--- src/rtl/dft_mac_engine.sv ---
// Complex multiply-accumulate engine for one DFT bin: X = sum x[n]*W[n].
// Two-stage datapath (products, then round/accumulate/saturate) with valid/ready on both sides.
module dft_mac_engine #(
  parameter int unsigned DATA_W = 16,
  parameter int unsigned TW_W   = 16,
  parameter int unsigned FRAC   = 15,
  parameter int unsigned ACC_W  = 20,
  parameter int unsigned CNT_W  = 12
) (
  input  logic                     clk,
  input  logic                     rst,
  input  logic                     start,
  input  logic [CNT_W-1:0]         len,
  input  logic                     real_only,
  input  logic                     in_valid,
  output logic                     in_ready,
  input  logic signed [DATA_W-1:0] x_re,
  input  logic signed [DATA_W-1:0] x_im,
  input  logic signed [TW_W-1:0]   w_re,
  input  logic signed [TW_W-1:0]   w_im,
  output logic                     out_valid,
  input  logic                     out_ready,
  output logic signed [ACC_W-1:0]  out_re,
  output logic signed [ACC_W-1:0]  out_im,
  output logic                     ovf,
  output logic                     busy
);

  localparam int unsigned PW = DATA_W + TW_W;
  localparam int unsigned SW = PW + 2;
  localparam logic signed [SW-1:0]    RND     = SW'(2 ** (FRAC - 1));
  localparam logic signed [ACC_W-1:0] ACC_MAX = {1'b0, {(ACC_W-1){1'b1}}};
  localparam logic signed [ACC_W-1:0] ACC_MIN = {1'b1, {(ACC_W-1){1'b0}}};

  typedef enum logic [1:0] {IDLE, RUN, DRAIN, DONE} state_t;

  state_t state, state_nxt;
  logic [CNT_W-1:0] len_q, cnt;
  logic real_only_q;
  logic s1_valid;
  logic signed [PW-1:0] p_rr, p_ii, p_ri, p_ir;
  logic signed [DATA_W-1:0] xi;
  logic start_ok, accept, last_beat, xfer;
  logic in_ready_d, busy_d, out_valid_d;
  logic signed [SW-1:0] re_sum, im_sum;
  logic signed [ACC_W:0] r_re, r_im, sum_re, sum_im;
  logic sat_re, sat_im;
  logic signed [ACC_W-1:0] acc_re_nxt, acc_im_nxt;

  assign start_ok  = (state == IDLE) && start && (len != '0);
  assign accept    = in_valid && in_ready;
  assign last_beat = accept && (cnt == len_q - CNT_W'(1));
  assign xfer      = out_valid && out_ready;
  assign xi        = real_only_q ? '0 : x_im;

  // State and registered handshake/status outputs
  always_ff @(posedge clk) begin
    if (rst) begin
      state     <= IDLE;
      in_ready  <= 1'b0;
      busy      <= 1'b0;
      out_valid <= 1'b0;
    end else begin
      state     <= state_nxt;
      in_ready  <= in_ready_d;
      busy      <= busy_d;
      out_valid <= out_valid_d;
    end
  end

  always_comb begin
    state_nxt = state;
    case (state)
      IDLE:    if (start_ok)  state_nxt = RUN;
      RUN:     if (last_beat) state_nxt = DRAIN;
      DRAIN:   if (!s1_valid) state_nxt = DONE;
      DONE:    if (xfer)      state_nxt = IDLE;
      default:                state_nxt = IDLE;
    endcase
  end

  // Outputs are decoded from the next state so they line up with the state register
  always_comb begin
    in_ready_d  = (state_nxt == RUN);
    busy_d      = (state_nxt != IDLE);
    out_valid_d = (state_nxt == DONE);
  end

  // Stage 2: combine, round half-up (floor after bias), accumulate with one guard bit, clamp
  always_comb begin
    re_sum = SW'(p_rr) - SW'(p_ii) + RND;
    im_sum = SW'(p_ri) + SW'(p_ir) + RND;
    r_re   = (ACC_W+1)'(re_sum >>> FRAC);
    r_im   = (ACC_W+1)'(im_sum >>> FRAC);
    sum_re = {out_re[ACC_W-1], out_re} + r_re;
    sum_im = {out_im[ACC_W-1], out_im} + r_im;
    sat_re = sum_re[ACC_W] != sum_re[ACC_W-1];
    sat_im = sum_im[ACC_W] != sum_im[ACC_W-1];
    acc_re_nxt = sat_re ? (sum_re[ACC_W] ? ACC_MIN : ACC_MAX) : sum_re[ACC_W-1:0];
    acc_im_nxt = sat_im ? (sum_im[ACC_W] ? ACC_MIN : ACC_MAX) : sum_im[ACC_W-1:0];
  end

  // Datapath: run setup, stage-1 products, accumulator (which is also the result)
  always_ff @(posedge clk) begin
    if (rst) begin
      len_q       <= '0;
      cnt         <= '0;
      real_only_q <= 1'b0;
      s1_valid    <= 1'b0;
      p_rr        <= '0;
      p_ii        <= '0;
      p_ri        <= '0;
      p_ir        <= '0;
      out_re      <= '0;
      out_im      <= '0;
      ovf         <= 1'b0;
    end else begin
      s1_valid <= accept;
      if (start_ok) begin
        len_q       <= len;
        real_only_q <= real_only;
        cnt         <= '0;
        out_re      <= '0;
        out_im      <= '0;
        ovf         <= 1'b0;
      end
      if (accept) begin
        cnt  <= cnt + CNT_W'(1);
        p_rr <= PW'(x_re) * PW'(w_re);
        p_ii <= PW'(xi)   * PW'(w_im);
        p_ri <= PW'(x_re) * PW'(w_im);
        p_ir <= PW'(xi)   * PW'(w_re);
      end
      if (s1_valid) begin
        out_re <= acc_re_nxt;
        out_im <= acc_im_nxt;
        if (sat_re || sat_im) ovf <= 1'b1;
      end
    end
  end

endmodule

--- config.mk ---
export PLATFORM = sky130hd
export DESIGN_NAME = dft_mac_engine
export DESIGN_NICKNAME = d
export VERILOG_FILES = /design/src/rtl/dft_mac_engine.sv
export SDC_FILE = /design/constraint.sdc
export NUM_CORES = 2
export LEC_CHECK = 0
export CAP_MARGIN = 20
export CORE_MARGIN = 2
export CORE_UTILIZATION = 40
export CTS_CLUSTER_SIZE = 25
export DETAILED_ROUTE_END_ITERATION = 10
export PLACE_DENSITY_LB_ADDON = 0.05
export SYNTH_ARGS = -nofsm -noshare
export SYNTH_HDL_FRONTEND = slang
export SYNTH_SLANG_ARGS = --single-unit
--- constraint.sdc ---
create_clock -name clk -period 15.6 [get_ports clk]
set_input_delay 2.34 -clock clk [delete_from_list [all_inputs] [get_ports clk]]
set_output_delay 2.34 -clock clk [all_outputs]
set_load 0.05 [all_outputs]
After elaboration in Yosys (flattened, before gate mapping)
Cells that the tools add are included.
{ "totals": {"register_bits": 200, "latchBits": 0, "ramBits": 0, "romBits": 0, "output_inout_bits": 44, "mem_count": 0} }
{ "op_classes": {"n_addsub": 8, "mul": 4, "div_mod_pow": 0, "magnitude_cmp": 0, "n_eq_ne": 8, "shifts": 0, "muxes": 18, "bitwise": 0, "n_reduce_logical": 11} }
{ "op_table": {"columns": ["cell", "count"], "rows": [
  ["20-bit 2-to-1 mux", 7],
  ["16-bit by 16-bit multiplier with 32-bit output", 4],
  ["33-bit by 16-bit adder with 34-bit output, second input constant", 2],
  ["20-bit by 19-bit adder with 21-bit output", 2],
  ["32-bit by 32-bit adder with 33-bit output", 1],
  ["32-bit by 32-bit subtractor with 33-bit output", 1],
  ["12-bit 2-to-1 mux", 2],
  ["16-bit 2-to-1 mux", 1],
  ["12-bit by 1-bit adder with 12-bit output, second input constant", 1],
  ["12-bit equality test", 1],
  ["12-bit nonzero test", 1],
  ["12-bit by 1-bit subtractor with 12-bit output, second input constant", 1],
  ["2-bit 2-to-1 mux", 4],
  ["2-bit one-hot mux with 4 select lines", 1],
  ["2-bit equality test, second input constant", 3],
  ["2-bit nonzero test", 3],
  ["1-bit logical AND", 5],
  ["2-bit by 1-bit equality test with 1-bit output, second input constant", 2],
  ["1-bit 2-to-1 mux", 3],
  ["2-bit zero test", 1],
  ["1-bit inequality test", 2],
  ["1-bit logical OR", 1]
]} }

Depth between registers and ports, before layout
{ "depth": {"ltp_word": 7, "depth_mapped": 26, "mapped_depth_nobuf": 23} }

Worst setup path before layout
OpenSTA, ideal clock, no wires.
{ "synth_path": {"path_kind": "in2reg", "start": "input port x_im[15]", "end": "register p_ir[29]", "setup_time_ns": 0.117, "arrival_ns": 8.225, "required_ns": 15.483, "path_slack_ns": 7.258, "cell_stages": 22, "path_cell_list": "nor2b_1 -> clkbuf_1 -> nand2_1 -> inv_1 -> fa_1 -> fa_1 -> fa_1 -> fa_1 -> fa_1 -> inv_1 -> fa_1 -> inv_1 -> ha_1 -> clkbuf_1 -> a21o_1 -> a21o_1 -> a211o_1 -> a21oi_1 -> a21oi_1 -> o31a_1 -> or2_2 -> a32o_1"} }
{ "synth_between": {"elab_chain_cells": 2} }
{ "synth_rtl": {"columns": ["element", "line", "text"], "rows": [
  ["from (decl)", "18", "input logic signed [DATA_W-1:0] x_im,"],
  ["16-bit 2-to-1 mux", "54", "assign xi = real_only_q ? '0 : x_im;"],
  ["16-bit by 16-bit multiplier with 32-bit output", "132", "p_ir <= PW'(xi) * PW'(w_re);"],
  ["to (signal assigned)", "132", null],
  ["to (decl)", "41", "logic signed [PW-1:0] p_rr, p_ii, p_ri, p_ir;"]
]} }
Every way passes these cells.
A chain may end at the register's enable or synchronous reset.

Final worst setup path
{ "layout_path": {"start": "input port w_im[15]", "end": "register p_ii[31]"} }
{ "layout_between": {"elab_chain_cells": 1} }
{ "layout_rtl": {"columns": ["element", "line", "text"], "rows": [
  ["from (decl)", "20", "input logic signed [TW_W-1:0] w_im,"],
  ["16-bit by 16-bit multiplier with 32-bit output", "130", "p_ii <= PW'(xi) * PW'(w_im);"],
  ["to (signal assigned)", "130", null],
  ["to (decl)", "41", null]
]} }
Every way passes these cells.

==> impl_metrics.toml <==
[run_status]
status = "completed"

[cts]
cts-buffers-inserted = 17
cts_tree = "done"
post-cts-setup-buffers = 0
cts_hold_buf = 0
root_buffer = "clkbuf_16"
clk_pin_slew_ns = 0.09
h-tree-depth = 4
cts_sinks = 200
ctsLongestPathBuffers = 2
cts_resized = 0
insertion_delay_ns = 0.51

[yosys]
ys_seq_area_frac = 0.0779
synth_top_family_by_area = "adder cells"
syn_area_sq_um = 51400
synth_edf_count = 0
synth_top_area_frac = 0.409
yosys.area_share.simple = 0.160
syn_area_per_cell_sq_um = 8.81
synth_nets = 7457
syn_inst = 5831
synth_top_cell_by_area = "fa_1"
yosys_warnings = 0
synth.area.top_cells = "fa_1 41%, ha_1 12%, inv_1 9.1%"
ys_seq_elements = 200
synth_xor_area_frac = 0.0368
synth_compound_area_frac = 0.0822
yosysUniqueCellTypes = 89
synthMuxAreaShare = 0.00331
synth_ff_type = "dfxtp_1"
synth-async-reset-ratio = 0
synth_fa_ha_area_frac = 0.530

[floorplanning]
start_util = 0.403
die_x_microns = 362
core_area_sq_um = 128000
ios = 126
die_area_sq_um = 131000
num_rows = 131
die_h_microns = 362

[detailed_routing]
wl_per_cell_microns = 20.0
drc = 0
viasPerCell = 5.06
ant_nets = 0
via_count = 37800
drtIter0Drc = 2047
drt_pre_antenna_iters = 6
wirelength_mm = 149

[worst_hold_path]
min_to = "p_rr[14]$_SDFFE_PP0P_"
min-delay-start = "p_rr[14]$_SDFFE_PP0P_"
min_path_type = "reg -> reg"
min_path_cells = 2

[grt]
grt_util_all_layers = 0.236
grt_pass1_wl_mm = 238
antenna_found_initial = 3
grt_max_degree = 61
grt_pass1_vias = 39900
gr-total-overflow = 0

[sta]
period_minus_slack_ns = 8.86
skew_ns = 0.0182
maxSlewViolCount = 0
worst_pin_slew_ns = 0.789
period_share = 0.568
hold_violations = 0
setup_viol = 0
rsz0062_at_grt = "false"
relSlewSlack = 0.470
fin_tns_setup_ns = 0
clock.fmax_ghz = 0.113

[final_layout]
nets = 7428
final_cell_mix = "1247 x inv_1, 1050 x fa_1, 737 x nand2_1, 494 x ha_1, 473 x and2_1"
final_common_cell = "inv_1"
drive_gt1_frac = 0.0277
synthToLayoutAreaGrowth_pct = 7.15
diodes = 0

[setup_path]
crit_required_ns = 16.01
timing.rr.start = "real_only_q$_SDFFE_PP0P_"
startpoint_type = "input port"
cp_max_fo = 13
arrival_ns = 9.27
setup.worst_path.class = "in -> reg"
r2r_end = "p_ir[29]$_SDFFE_PP0P_"
reg2regPathDepth = 22
endpoint_kind = "flip-flop"
r2r_slack_ns = 8.55

[place]
gp_congestion = 0.865
hpwl_mm = 118
portBuffers = 125

[flow_run]
max_cap_violations = 0
area by class of cell:
cell class	instances	area, sq um
Tap cell	1662	2080
Inverter	1247	4680
Clock buffer	18	439
Sequential cell	200	4000
Multi-Input combinational cell	4130	41800
Clock inverter	14	199
Timing Repair Buffer	206	1860
Fill cell	13000	72500
synthesized netlist by cell type, types with 7 or more instances:
cell type	instances
ha_1	494
a31oi_1	23
a21o_1	59
xnor2_1	160
nor3_1	41
nand2_1	738
a221o_1	18
xor2_1	54
mux2i_1	17
and2_1	474
nand2b_1	45
dfxtp_1	200
o21a_1	28
o211ai_1	19
nor4_1	7
a21oi_1	211
nand3_1	52
o21ai_1	24
nand4_1	12
and3_1	18
o21bai_1	23
a22o_1	27
o21ai_0	87
nor2_1	229
a211oi_1	42
o22ai_1	8
fa_1	1050
clkbuf_1	246
nor2b_1	40
nand3b_1	8
or3_1	12
o31a_1	8
inv_1	1247
how the worst max path moves through the flow:
stage	slack, ns	from	to
2_1_floorplan	7.26	x_im[15]	p_ir[29]$_SDFFE_PP0P_
3_3_place_gp	6.17	w_im[15]	p_ii[31]$_SDFFE_PP0P_
3_5_place_dp	6.14	w_im[15]	p_ii[31]$_SDFFE_PP0P_
4_1_cts	6.69	w_im[15]	p_ii[31]$_SDFFE_PP0P_
5_1_grt	6.36	w_im[15]	p_ii[31]$_SDFFE_PP0P_
6_report	6.74	w_im[15]	p_ii[31]$_SDFFE_PP0P_
critical path: stages:
cell and delay (ns):
clkdlybuf4s50_1 0.71, inv_1 0.62, buf_4 0.34, nor2_1 0.09, fa_1 0.51, fa_1 0.43, fa_1 0.51, fa_1 0.43
fa_1 0.49, inv_1 0.05, fa_1 0.49, inv_1 0.05, ha_1 0.34, a21o_1 0.20, a21o_1 0.20, nand2b_1 0.17
nor4_1 0.37, o31a_1 0.26, nor2_1 0.07, o31a_1 0.24, xnor2_1 0.14, a22o_1 0.20
state kept, by name, summed over array words and instances (netlist names):
name,flops
p_ii,32
p_ir,32
p_ri,32
p_rr,32
out_im,20
out_re,20
cnt,12
len_q,12
state,2
busy,1
in_ready,1
out_valid,1
ovf,1
real_only_q,1
s1_valid,1
logic make-up (layout without fill, tap and decap cells):
family                   count (synthesis)  count (layout)
multiplexers                            17              17
flip-flops                             200             200
adder cells (fa/ha/maj)               1546            1546
AO/OA/AOI/OAI                          644             644
buffers and inverters                 1501            1485
AND/OR/NAND/NOR                       1708            1708
XOR/XNOR                               215             215
layer usage:
layer / wire length, microns / track usage / vias up
li1: - / - / 17700
met1: 71000 / 0.337 / 19400
met2: 71000 / 0.393 / 695
met3: 5330 / 0.0213 / 87
met4: 2140 / 0.0393 / 4
met5: 30 / 0 / -
per-stage QoR:
stage | util | area [sq um] | setup slack (ns) | std cells | hold WS [ns]
finish | 0.432 | 55100 | 6.74 | 7477 | 0.461
global route | 0.432 | 55100 | 6.36 | 7477 | 0.476
CTS | 0.432 | 55100 | 6.69 | 7477 | 0.461
detailed placement | 0.427 | 54400 | 6.14 | 7445 | 0.450
global placement | 0.427 | 54400 | 6.17 | 7444 | 0.439
floorplan | - | 51400 | 7.26 | 5831 | 0.427
Power is left out: the tool's default activity adds up to more than one toggle a clock period on the data nets, which glitch-free logic cannot reach.
